**config.mk**
```make
export PLATFORM = sky130hd
export DESIGN_NAME = gf180mcu_fd_sc_mcu7t5v0__nand4_tester
export DESIGN_NICKNAME = d
export VERILOG_FILES = /design/src/rtl/gf180mcu_fd_sc_mcu7t5v0__nand4_tester.sv
export SDC_FILE = /design/constraint.sdc
export NUM_CORES = 1
export LEC_CHECK = 0
export ABC_AREA = 1
export ABC_CLOCK_PERIOD_IN_PS = 1700
export BUFFER_PORTS_ARGS = -buffer_cell sky130_fd_sc_hd__clkbuf_2
export CAP_MARGIN = 30
export CORE_ASPECT_RATIO = 1.1
export CORE_UTILIZATION = 45
export CTS_CLUSTER_SIZE = 28
export DETAILED_ROUTE_END_ITERATION = 12
export GPL_TIMING_DRIVEN = 0
export PLACE_DENSITY = 0.67
export RECOVER_POWER = 100
export SYNTH_ARGS = -nofsm -noshare
export SYNTH_HDL_FRONTEND = slang
export SYNTH_SLANG_ARGS = --single-unit
```
**constraint.sdc**
```tcl
create_clock -name CLK -period 1.7 [get_ports CLK]
set_clock_uncertainty 0.1 [all_clocks]
set_input_delay 0.34 -clock CLK [delete_from_list [all_inputs] [get_ports CLK]]
set_output_delay 0.34 -clock CLK [all_outputs]
set_load 0.05 [all_outputs]
```
**src/rtl/gf180mcu_fd_sc_mcu7t5v0__nand4_tester.sv**
```systemverilog
// Self-test sequencer for a nand4 cell: walks all 16 input vectors, samples ZN
// after a programmable settle time and records mismatch count and first failing vector.
module gf180mcu_fd_sc_mcu7t5v0__nand4_tester #(
  parameter int SETTLE = 2
) (
  input  logic       CLK,
  input  logic       R,
  input  logic       START,
  input  logic       ZN,
  output logic       A1,
  output logic       A2,
  output logic       A3,
  output logic       A4,
  output logic       BUSY,
  output logic       DONE,
  output logic       PASS,
  output logic [4:0] ERRCNT,
  output logic [3:0] FAILVEC
);

  typedef enum logic [1:0] {
    ST_IDLE  = 2'd0,
    ST_APPLY = 2'd1,
    ST_DONE  = 2'd2
  } state_e;

  localparam logic [3:0] SETTLE_C = 4'(SETTLE);

  state_e     state_q;
  logic [3:0] vec_q;
  logic [3:0] hc_q;
  logic [3:0] a_q;
  logic       busy_q;
  logic       done_q;
  logic       pass_q;
  logic [4:0] errcnt_q;
  logic [3:0] failvec_q;

  logic       exp_s;
  logic       mismatch_s;
  logic [4:0] errcnt_d;
  logic [3:0] failvec_d;

  // Compare ZN against the ideal nand4; an X/Z on ZN falls into the else branch and counts as a mismatch.
  always_comb begin
    exp_s      = ~&vec_q;
    mismatch_s = 1'b1;
    if (ZN == exp_s) begin
      mismatch_s = 1'b0;
    end else begin
      mismatch_s = 1'b1;
    end
    errcnt_d  = errcnt_q + {4'd0, mismatch_s};
    failvec_d = failvec_q;
    if (mismatch_s && (errcnt_q == 5'd0)) begin
      failvec_d = vec_q;
    end else begin
      failvec_d = failvec_q;
    end
  end

  // Sequencer state machine with all outputs registered.
  always_ff @(posedge CLK or posedge R) begin
    if (R) begin
      state_q   <= ST_IDLE;
      vec_q     <= 4'd0;
      hc_q      <= 4'd0;
      a_q       <= 4'd0;
      busy_q    <= 1'b0;
      done_q    <= 1'b0;
      pass_q    <= 1'b0;
      errcnt_q  <= 5'd0;
      failvec_q <= 4'd0;
    end else begin
      case (state_q)
        ST_IDLE, ST_DONE: begin
          if (START) begin
            state_q   <= ST_APPLY;
            vec_q     <= 4'd0;
            hc_q      <= 4'd0;
            a_q       <= 4'd0;
            busy_q    <= 1'b1;
            done_q    <= 1'b0;
            pass_q    <= 1'b0;
            errcnt_q  <= 5'd0;
            failvec_q <= 4'd0;
          end else begin
            state_q <= state_q;
          end
        end
        ST_APPLY: begin
          if (hc_q != SETTLE_C) begin
            hc_q <= hc_q + 4'd1;
          end else begin
            errcnt_q  <= errcnt_d;
            failvec_q <= failvec_d;
            if (vec_q == 4'd15) begin
              // A pins drop to zero on the same edge DONE rises.
              state_q <= ST_DONE;
              a_q     <= 4'd0;
              busy_q  <= 1'b0;
              done_q  <= 1'b1;
              pass_q  <= (errcnt_d == 5'd0);
            end else begin
              vec_q <= vec_q + 4'd1;
              a_q   <= vec_q + 4'd1;
              hc_q  <= 4'd0;
            end
          end
        end
        default: begin
          state_q   <= ST_IDLE;
          vec_q     <= 4'd0;
          hc_q      <= 4'd0;
          a_q       <= 4'd0;
          busy_q    <= 1'b0;
          done_q    <= 1'b0;
          pass_q    <= 1'b0;
          errcnt_q  <= 5'd0;
          failvec_q <= 4'd0;
        end
      endcase
    end
  end

  assign A1      = a_q[0];
  assign A2      = a_q[1];
  assign A3      = a_q[2];
  assign A4      = a_q[3];
  assign BUSY    = busy_q;
  assign DONE    = done_q;
  assign PASS    = pass_q;
  assign ERRCNT  = errcnt_q;
  assign FAILVEC = failvec_q;

endmodule
```
==> results of run 1 <==
## cells in the final DEF, fill, tap and decap left out, types with 2 or more instances in the layout
| cell type | instances |
|---|---|
| buf_4 | 12 |
| clkbuf_2 | 20 |
| clkbuf_4 | 3 |
| dfrtp_1 | 25 |
| ha_1 | 2 |
| ha_4 | 3 |
| inv_1 | 16 |
| inv_2 | 3 |
| inv_4 | 2 |
| nand2_1 | 38 |
| nand2_2 | 7 |
| nand2_4 | 2 |
| nand3_1 | 13 |
| nand3_2 | 3 |
| nand3_4 | 2 |
| nand4_1 | 3 |
| nor2_1 | 8 |
| nor2_2 | 3 |
| o21ai_0 | 4 |
| o21ai_1 | 9 |
| xor2_1 | 2 |
## critical path, stage by stage, from the launching register on
cell and delay [ns]:
dfrtp_1 0.45, ha_4 0.19, nand4_1 0.14, nand2_4 0.08, ha_4 0.17, ha_4 0.21
nor2_2 0.07, nand2_1 0.05, nor2_1 0.08, nand2_1 0.05, nor2_1 0.09, nand2_1 0.05
nand2_1 0.05
## through the flow
step | area [um^2] | hold slack, ns | instances | power [mW]
after floorplan | 1321 | 0.2673 | 152 | 1.752
after global placement | 1458 | 0.3557 | 204 | 1.962
after detailed placement | 1458 | 0.3575 | 204 | 1.992
after CTS | 1545 | 0.1404 | 214 | 2.303
after global routing | 1659 | 0.2008 | 223 | 2.577
final | 1659 | 0.1980 | 223 | 2.398
## layout make-up
class	instances	area [um^2]	share of cell area [%]
multi-input cells	106	666.9	40.20
flip-flops and latches	25	625.6	37.71
repair buffers	34	211.5	12.75
inverters	21	83.83	5.053
well taps	33	41.29	2.489
clock buffers	3	22.52	1.357
clock inverters	1	7.507	0.4525
## how the worst max path moves through the flow
| stage | end | depth (start not counted) |
|---|---|---|
| 5_1_grt | PASS | 12 |
| 2_1_floorplan | PASS | 13 |
| 4_1_cts | PASS | 13 |
| 3_3_place_gp | PASS | 13 |
| 6_report | PASS | 12 |
| 3_5_place_dp | PASS | 11 |
## flip-flops by register name, summed over array words and instances, names as in the netlist
name     cells
state_q      2
hc_q         4
BUSY         1
FAILVEC      4
a_q          4
vec_q        4
PASS         1
ERRCNT       5
## power breakdown
group          internal [mW]  switching, mW
logic                  0.415          0.877
registers              0.723          0.106
clock network         0.0897          0.188
total                   1.23           1.17
## layer usage
layer / share of wire [%] / routed length, um / track usage (%) / up-vias
met5: 0 / 0 / 0 / -
met4: 0.60 / 17 / 5.639 / 0
met3: 2.9 / 82 / 2.362 / 2
met2: 51 / 1444 / 33.09 / 32
met1: 46 / 1299 / 25.33 / 552
li1: - / - / - / 560
## what timing repair did
item                                    CTS  global route
setup buffers                             6             7
pin swaps                                 4             8
endpoints found under the hold margin     0            11
resized for setup                         2            11
hold buffers                              0             1
endpoints found under the setup margin    3             7
## cells by family (layout without fill, tap and decap cells)
group	after synthesis	in the layout	share of synthesized area [%]
adders and majority gates	5	5	4.836
xor gates and xnor gates	3	3	2.031
AOI/OAI and AO/OA	17	17	7.350
DFF	25	25	48.36
buffers and inverters	21	59	6.480
and+or+nand+nor	81	81	30.95
==> impl_metrics.env, run 1 <==
export IMPL_status="complete, but fails checks"
export IMPL_failed_checks="negative setup slack"
export IMPL_synth_top_area_cell="dfrtp_1"
export IMPL_antenna_found_initial=0
export IMPL_final_nets=200
export IMPL_place_congestion=0.8110
export IMPL_fill_cells=246
export IMPL_core_mm2=0.002753
export IMPL_crit_path_start_kind="flop"
export IMPL_ant_nets=0
export IMPL_die_w_um=53.13
export IMPL_cp_arrival_ns=2.00
export IMPL_synth_most_common_cell="nand2_1"
export IMPL_clock_sinks=25
export IMPL_grt_first_pass_wirelength_um=4436
export IMPL_ys_flop_type="dfrtp_1"
export IMPL_detail_route_wl_per_cell_um=12.75
export IMPL_pre_cts_ws_ns=-0.2067
export IMPL_syn2layout_area_growth_pct=28.24
export IMPL_grt_pass1_vias=1059
export IMPL_async_reset_ff_share_pct=100.0
export IMPL_die_h_um=58.24
export IMPL_p_per_area_mw_per_mm2=1445
export IMPL_routed_via_count=1146
export IMPL_reg2reg_to="PASS"
export IMPL_hp_start="START"
export IMPL_yosys_warnings=0
export IMPL_endpoint_kind="flop"
export IMPL_rsz0062_at_grt="true"
export IMPL_synthTopCellsByArea="dfrtp_1 (48%), nand2_1 (12%), nand3_1 (6.2%), inv_1 (4.9%), ha_1 (4.8%)"
export IMPL_cts_buffer_depth=2
export IMPL_period_share_pct=108.0
export IMPL_seq_area_frac_synth_pct=48.36
export IMPL_crit_fanout=3
export IMPL_clkLatencyLatePin_ns=0.32
export IMPL_h_tree_depth=1
export IMPL_die_area_mm2=0.003094
export IMPL_start_util_pct=47.00
export IMPL_synth_edf_count=0
export IMPL_numPortBuffers=19
export IMPL_layout_min_cycle_time_ns=1.837
export IMPL_worst_slew_pin_slew_ns=0.4696
export IMPL_dr_pass1_iters=4
export IMPL_pin_count=20
export IMPL_rr_worst_depth=12
export IMPL_synth_cell_types=23
export IMPL_layout_setup_ws_ns=-0.1368
export IMPL_setup_violations_final=3
export IMPL_cts_clk_slew_worst_paths_ns=0.15
export IMPL_maxSlewHeadroom_pct=68.66
export IMPL_drive_gt1_share_pct=34.74
export IMPL_overflow=0
export IMPL_reg2reg_slack_ns=-0.14
export IMPL_cp_startpoint="vec_q[1]"
export IMPL_wl_um=2843
export IMPL_syn_avg_cell_area_um2=8.511
export IMPL_drc=0
export IMPL_antennaDiodeCount=0
export IMPL_fmax_mhz=544.4
export IMPL_initialDrtViolationCount=28
export IMPL_synth_fp_nets=161
export IMPL_drv_cap=0
export IMPL_peakVddDrop_uv=904.2
export IMPL_synth_top_cell_area_share_pct=48.36
export IMPL_worstSetupPathType="flop to flop"
export IMPL_clockRootBuffer="clkbuf_4"
export IMPL_power_leakage_nw=0.8704
export IMPL_vias_per_cell=5.139
export IMPL_hold_path_depth=3
export IMPL_place_hpwl_um=1887
export IMPL_rows=20
export IMPL_synth_area_mm2=0.001294
export IMPL_min_to="state_q[0]"
export IMPL_synthCells=152
export IMPL_grt_total_usage_pct=19.36
export IMPL_fin_util_pct=60.27
export IMPL_cts_buffers_inserted=3
export IMPL_setup_tns_ns=-0.2171
export IMPL_hold_viol=0
export IMPL_cp_data_required_time_ns=1.87
export IMPL_synth_common_cells="nand2_1 (41), dfrtp_1 (25), inv_1 (17)"
export IMPL_grt_max_degree=26
export IMPL_cts_tree="yes"
export IMPL_rr_startpoint="vec_q[1]"
export IMPL_hp_class="primary input to flop"
export IMPL_maxSlewViolCount=0
export IMPL_synth_seq_cells=25
Note: power is estimated with default switching activity, not from simulation.
==> run 2: changes to the inputs <==
--- a/config.mk
+++ b/config.mk
@@ -16,6 +16,7 @@
 export GPL_TIMING_DRIVEN = 0
 export PLACE_DENSITY = 0.67
 export RECOVER_POWER = 100
+export SETUP_SLACK_MARGIN = 0.05
 export SYNTH_ARGS = -nofsm -noshare
 export SYNTH_HDL_FRONTEND = slang
 export SYNTH_SLANG_ARGS = --single-unit
==> constraint.sdc (replaced) <==
create_clock -name CLK -period 1.7 [get_ports CLK]
set_clock_uncertainty 0.1 [all_clocks]
set_input_delay 0.085 -clock CLK [delete_from_list [all_inputs] [get_ports CLK]]
set_output_delay 0.085 -clock CLK [all_outputs]
set_load 0.05 [all_outputs]
==> run 2 against run 1 <==
The flow still finishes with violations (negative setup slack); combinational power barely moved; die area unchanged; clock-buffer cell count unchanged; sequential share of layout area up 0.40 points; via count shrank 2.0%; total power decreased by 0.84%; final area decreased by 1.1%.
==> impl_metrics.env, run 2 (synthesis results as in run 1) <==
export IMPL_antennaDiodeCount=0
export IMPL_rsz0062_at_grt="true"
export IMPL_crit_path_start_kind="flop"
export IMPL_antenna_found_initial=0
export IMPL_ant_nets=0
export IMPL_place_congestion=0.8119
export IMPL_die_area_mm2=0.003094
export IMPL_cts_tree="yes"
export IMPL_cts_buffers_inserted=3
export IMPL_crit_fanout=3
export IMPL_reg2reg_slack_ns=-0.17
export IMPL_die_w_um=53.13
export IMPL_worstSetupPathType="flop to flop"
export IMPL_wl_um=2837
export IMPL_fin_util_pct=59.64
export IMPL_vias_per_cell=5.081
export IMPL_period_share_pct=109.8
export IMPL_syn2layout_area_growth_pct=26.89
export IMPL_drc=0
export IMPL_endpoint_kind="flop"
export IMPL_status="complete, but fails checks"
export IMPL_overflow=0
export IMPL_reg2reg_to="PASS"
export IMPL_cts_clk_slew_worst_paths_ns=0.15
export IMPL_clockRootBuffer="clkbuf_4"
export IMPL_grt_total_usage_pct=19.97
export IMPL_rr_startpoint="vec_q[1]"
export IMPL_initialDrtViolationCount=30
export IMPL_final_nets=198
export IMPL_worst_slew_pin_slew_ns=0.7816
export IMPL_core_mm2=0.002753
export IMPL_start_util_pct=47.00
export IMPL_maxSlewHeadroom_pct=47.81
export IMPL_failed_checks="negative setup slack"
export IMPL_drive_gt1_share_pct=28.19
export IMPL_rr_worst_depth=12
export IMPL_peakVddDrop_uv=878.2
export IMPL_maxSlewViolCount=0
export IMPL_pin_count=20
export IMPL_power_leakage_nw=0.8270
export IMPL_hold_viol=0
export IMPL_setup_violations_final=2
export IMPL_layout_commonest_cell="nand2_1"
export IMPL_die_h_um=58.24
export IMPL_clock_sinks=25
export IMPL_place_hpwl_um=1881
export IMPL_fmax_mhz=535.8
export IMPL_numPortBuffers=19
export IMPL_placed_area_mm2=0.001458
export IMPL_hp_class="primary input to async pin"
export IMPL_setup_tns_ns=-0.2292
export IMPL_cts_buffer_depth=2
export IMPL_p_per_area_mw_per_mm2=1449
export IMPL_largest_reg_flops=5
export IMPL_drv_cap=0
export IMPL_clkLatencyLatePin_ns=0.32
export IMPL_power_mw=2.378
export IMPL_final_cell_area_mm2=0.001642
export IMPL_cp_data_required_time_ns=1.86
export IMPL_cp_arrival_ns=2.03
export IMPL_routed_via_count=1123
export IMPL_rows=20
export IMPL_layout_min_cycle_time_ns=1.866
export IMPL_layout_setup_ws_ns=-0.1662
export IMPL_h_tree_depth=1
export IMPL_grt_max_degree=26
export IMPL_dr_pass1_iters=4
export IMPL_grt_first_pass_wirelength_um=4616
export IMPL_detail_route_wl_per_cell_um=12.84
export IMPL_layout_common_cells="nand2_1 (37), dfrtp_1 (25), inv_1 (16)"
export IMPL_grt_pass1_vias=1080
export IMPL_hold_slack_ns=0.1270
-- run 2: what timing repair did --
item,in CTS,in global routing
buffers inserted,5,5
gates resized for setup,1,14
setup endpoints to repair,4,18
pin swaps,2,5
hold endpoints to repair,26,0
hold buffers,2,0
-- run 2: cell type report --
| cell class | count | area, um^2 |
|---|---|---|
| inverters | 21 | 83.83 |
| clock inverters | 1 | 7.507 |
| repair buffers | 32 | 186.4 |
| flip-flops and latches | 25 | 625.6 |
| clock buffers | 3 | 22.52 |
| well taps | 33 | 41.29 |
| multi-input cells | 106 | 674.4 |
| fillers | 253 | 1111 |
-- run 2: per-layer routing --
metal / global-route usage [%] / vias to the layer above / wire length [um]
li1: - / 562 / -
met1: 25.99 / 531 / 1296
met2: 33.82 / 26 / 1432
met3: 2.362 / 4 / 79
met4: 6.767 / 0 / 29
met5: 0 / - / 0
-- run 2: worst max path at each step --
stage | start | to | slack, ns | cells past startpoint
floorplan | vec_q[0] | PASS | -0.05 | 13
finish | vec_q[1] | PASS | -0.17 | 12
detailed placement | vec_q[0] | PASS | -0.20 | 13
global route | vec_q[1] | PASS | -0.27 | 12
global placement | vec_q[0] | PASS | -0.19 | 13
CTS | vec_q[0] | PASS | -0.11 | 13
-- run 2: critical path, stage by stage, from the launching register on --
cell	delay (ns)
dfrtp_1	0.45
ha_4	0.20
nand4_1	0.10
nand2_2	0.09
ha_4	0.18
ha_4	0.21
nor2_2	0.07
nand2_1	0.06
nor2_1	0.08
nand2_1	0.05
nor2_1	0.10
nand2_1	0.06
nand2_1	0.05
-- run 2: power breakdown --
part / internal [mW] / switching, mW / leakage (nW)
Clock: 0.0898 / 0.187 / 0.0139
Sequential: 0.723 / 0.110 / 0.335
Combinational: 0.392 / 0.877 / 0.478
Total: 1.20 / 1.17 / 0.827
-- run 2: metrics by stage --
step	std cells	setup WS, ns
after detailed placement	204	-0.2043
after global placement	204	-0.1918
after global routing	221	-0.2668
final	221	-0.1662
after CTS	215	-0.1125
after floorplan	152	-0.05079
==> run 3: changes to the inputs <==
--- a/config.mk
+++ b/config.mk
@@ -5,7 +5,6 @@
 export SDC_FILE = /design/constraint.sdc
 export NUM_CORES = 1
 export LEC_CHECK = 0
-export ABC_AREA = 1
 export ABC_CLOCK_PERIOD_IN_PS = 1700
 export BUFFER_PORTS_ARGS = -buffer_cell sky130_fd_sc_hd__clkbuf_2
 export CAP_MARGIN = 30
==> run 3 against run 2 <==
The flow still finishes with violations (negative setup slack); global-route usage grew 4.0 points; clock power grew 5%; register-to-register slack lost 0.04 ns; routed wire length grew 16%; sequential power grew 19%; critical path type unchanged.
==> impl_metrics.env, run 3 <==
export IMPL_yosys_warnings=0
export IMPL_maxSlewViolCount=0
export IMPL_routed_via_count=1131
export IMPL_h_tree_depth=1
export IMPL_p_per_area_mw_per_mm2=1724
export IMPL_numPortBuffers=19
export IMPL_path_buf_inv=2
export IMPL_synth_most_common_cell="dfrtp_1"
export IMPL_rows=20
export IMPL_rsz0062_at_grt="true"
export IMPL_syn_avg_cell_area_um2=10.76
export IMPL_detail_route_wl_per_cell_um=16.50
export IMPL_fin_cells=199
export IMPL_hold_slack_ns=0.08340
export IMPL_grt_first_pass_wirelength_um=5382
export IMPL_crit_path_start_kind="flop"
export IMPL_ant_nets=0
export IMPL_path_delay_family="simple AND/OR/NAND/NOR gates"
export IMPL_initialDrtViolationCount=26
export IMPL_synth_common_cells="dfrtp_1 (25), nand2_1 (13), a22o_1 (9)"
export IMPL_die_area_mm2=0.003114
export IMPL_synth_cell_types=37
export IMPL_combPwrFrac_pct=57.7
export IMPL_dr_pass1_iters=4
export IMPL_cts_buffer_depth=2
export IMPL_layout_setup_ws_ns=-0.2064
export IMPL_core_mm2=0.002753
export IMPL_async_reset_ff_share_pct=100.0
export IMPL_fmax_mhz=524.6
export IMPL_ys_flop_type="dfrtp_1"
export IMPL_syn2layout_area_growth_pct=35.35
export IMPL_cpPeakStageDelay_ns=0.41
export IMPL_clock_sinks=25
export IMPL_die_h_um=58.43
export IMPL_overflow=0
export IMPL_synthTopCellsByArea="dfrtp_1 (48%), a22o_1 (6.1%), ha_1 (4.8%), nand2_1 (3.7%), xnor2_1 (3.4%)"
export IMPL_place_congestion=0.7662
export IMPL_final_nets=176
export IMPL_endpoint_kind="flop"
export IMPL_seq_area_frac_synth_pct=48.03
export IMPL_grt_pass1_vias=1149
export IMPL_drive_gt1_share_pct=35.54
export IMPL_drc=0
export IMPL_drv_cap=0
export IMPL_synth_top_area_cell="dfrtp_1"
export IMPL_cts_tree="yes"
export IMPL_crit_fanout=6
export IMPL_maxSlewHeadroom_pct=37.84
export IMPL_peakVddDrop_uv=1009
export IMPL_post_place_cells=174
export IMPL_synth_top_cell_area_share_pct=48.03
export IMPL_start_util_pct=47.32
export IMPL_synth_edf_count=0
export IMPL_power_switching_mw=1.424
export IMPL_clkPwrFrac_pct=9.6
export IMPL_layout_min_cycle_time_ns=1.906
export IMPL_hold_viol=0
export IMPL_power_frac_seq_pct=32.7
export IMPL_worst_slew_pin_slew_ns=0.9309
export IMPL_grt_max_degree=21
export IMPL_antenna_found_initial=0
export IMPL_worstSetupPathType="flop to flop"
export IMPL_synth_fp_nets=130
export IMPL_power_leakage_nw=0.7758
export IMPL_synthCells=121
export IMPL_synth_area_mm2=0.001302
export IMPL_layout_commonest_cell="dfrtp_1"
export IMPL_antennaDiodeCount=0
export IMPL_wl_um=3284
export IMPL_cp_arrival_ns=2.08
export IMPL_clockRootBuffer="clkbuf_4"
export IMPL_crit_path_cell_trace="inv_1 > ha_1 > or3b_1 > buf_6 > o2bb2ai_4 > and3b_2 > mux2i_1"
export IMPL_cts_buffers_inserted=3
export IMPL_die_w_um=53.30
export IMPL_failed_checks="negative setup slack"
export IMPL_vias_per_cell=5.683
export IMPL_synth_seq_cells=25
export IMPL_setup_violations_final=22
export IMPL_cts_clk_slew_worst_paths_ns=0.16
export IMPL_place_hpwl_um=1951
export IMPL_clkLatencyLatePin_ns=0.34
export IMPL_p_int_mw=1.615
export IMPL_largest_reg_flops=5
export IMPL_swShare_pct=46.87
export IMPL_cp_data_required_time_ns=1.88
export IMPL_slowest_stage="dfrtp_1"
export IMPL_hp_class="primary input to async pin"
export IMPL_layout_common_cells="dfrtp_1 (18), clkbuf_1 (16), buf_4 (15)"
export IMPL_grt_total_usage_pct=23.94
export IMPL_status="complete, but fails checks"
export IMPL_period_share_pct=112.1
export IMPL_pin_count=20
-- run 3: cell count changes after synthesis, moves of 3 or more --
cell and delta:
nor2_1 -3, nand3_1 -13, nor3_1 +3, o21ai_0 +4
nand2_1 -28, o31ai_1 +3, nand2_2 -5, a22o_1 +9
xnor2_1 +5, o21ai_1 -7, inv_1 -13
-- run 3: power groups by stage --
stage                     registers (mW)  clock network [mW]  logic [mW]
after floorplan                     1.28                   0       0.788
after global placement             0.993                   0        1.34
after detailed placement            1.01                   0        1.38
after CTS                          0.989               0.287        1.70
after global routing                1.02               0.311        1.89
final                              0.992               0.292        1.75
-- run 3: path summary, 6_finish.rpt --
| check | from | to | slack (ns) | depth (start not counted) |
|---|---|---|---|---|
| worst max-delay path | hc_q[0] | FAILVEC[3] | -0.21 | 7 |
| worst min-delay path | R | state_q[0] | 0.08 | 3 |
| worst max register to register | hc_q[0] | FAILVEC[3] | -0.21 | 7 |
| worst min register to register | a_q[0] | a_q[0] | 0.40 | 1 |
| max in group asynchronous | R | vec_q[0] | 0.22 | 4 |
| min in group CLK | ZN | FAILVEC[0] | 0.15 | 5 |
-- run 3: timing repair --
| action | CTS | global route |
|---|---|---|
| resized for setup | 12 | 9 |
| cloned | 3 | 0 |
| hold endpoints to repair | 26 | 0 |
| hold buffers | 2 | 0 |
| pin swaps | 12 | 5 |
| buffers inserted | 15 | 1 |
| endpoints found under the setup margin | 24 | 25 |
-- run 3: layout make-up --
cell class              count  area, um^2
plain buffers               4       31.28
clock buffers               4       26.28
fillers                   240       989.7
inverters                   4       15.01
multi-input cells          90       775.7
flip-flops and latches     25       634.4
well taps                  33       41.29
repair buffers             39       239.0
-- run 3: logic make-up after synthesis --
kind of cell	count (synthesis)	share of synthesized area [%]
AOI/OAI and AO/OA	33	19.79
DFF	25	48.03
muxes	2	1.537
adders and majority gates	5	4.803
buffers and inverters	8	3.553
and+or+nand+nor	41	17.58
xor gates and xnor gates	7	4.707
-- run 3: per-layer routing --
| metal | vias up | wire, um | track usage [%] |
|---|---|---|---|
| met5 | - | 0 | 0 |
| met4 | 0 | 62 | 10.90 |
| met3 | 7 | 94 | 2.584 |
| met2 | 29 | 1653 | 39.29 |
| met1 | 564 | 1473 | 31.29 |
| li1 | 531 | - | - |
-- run 3: worst register-to-register path: stages (launching register included) --
cell and delay [ns]:
dfrtp_1 0.41, inv_1 0.06, ha_1 0.12, or3b_1 0.35, buf_6 0.15, o2bb2ai_4 0.15, and3b_2 0.30, mux2i_1 0.21
-- run 3: through the flow --
step	total power, mW	TNS, ns	area [um^2]	utilization [%]	setup WS (ns)
6_report	3.039	-2.473	1763	64.05	-0.2064
5_1_grt	3.220	-4.321	1763	64.05	-0.2800
4_1_cts	2.980	-2.251	1755	63.77	-0.2062
3_5_place_dp	2.391	-4.501	1523	55.32	-0.4651
3_3_place_gp	2.338	-3.844	1495	54.32	-0.4230
2_1_floorplan	2.073	-1.845	1359	-	-0.2594
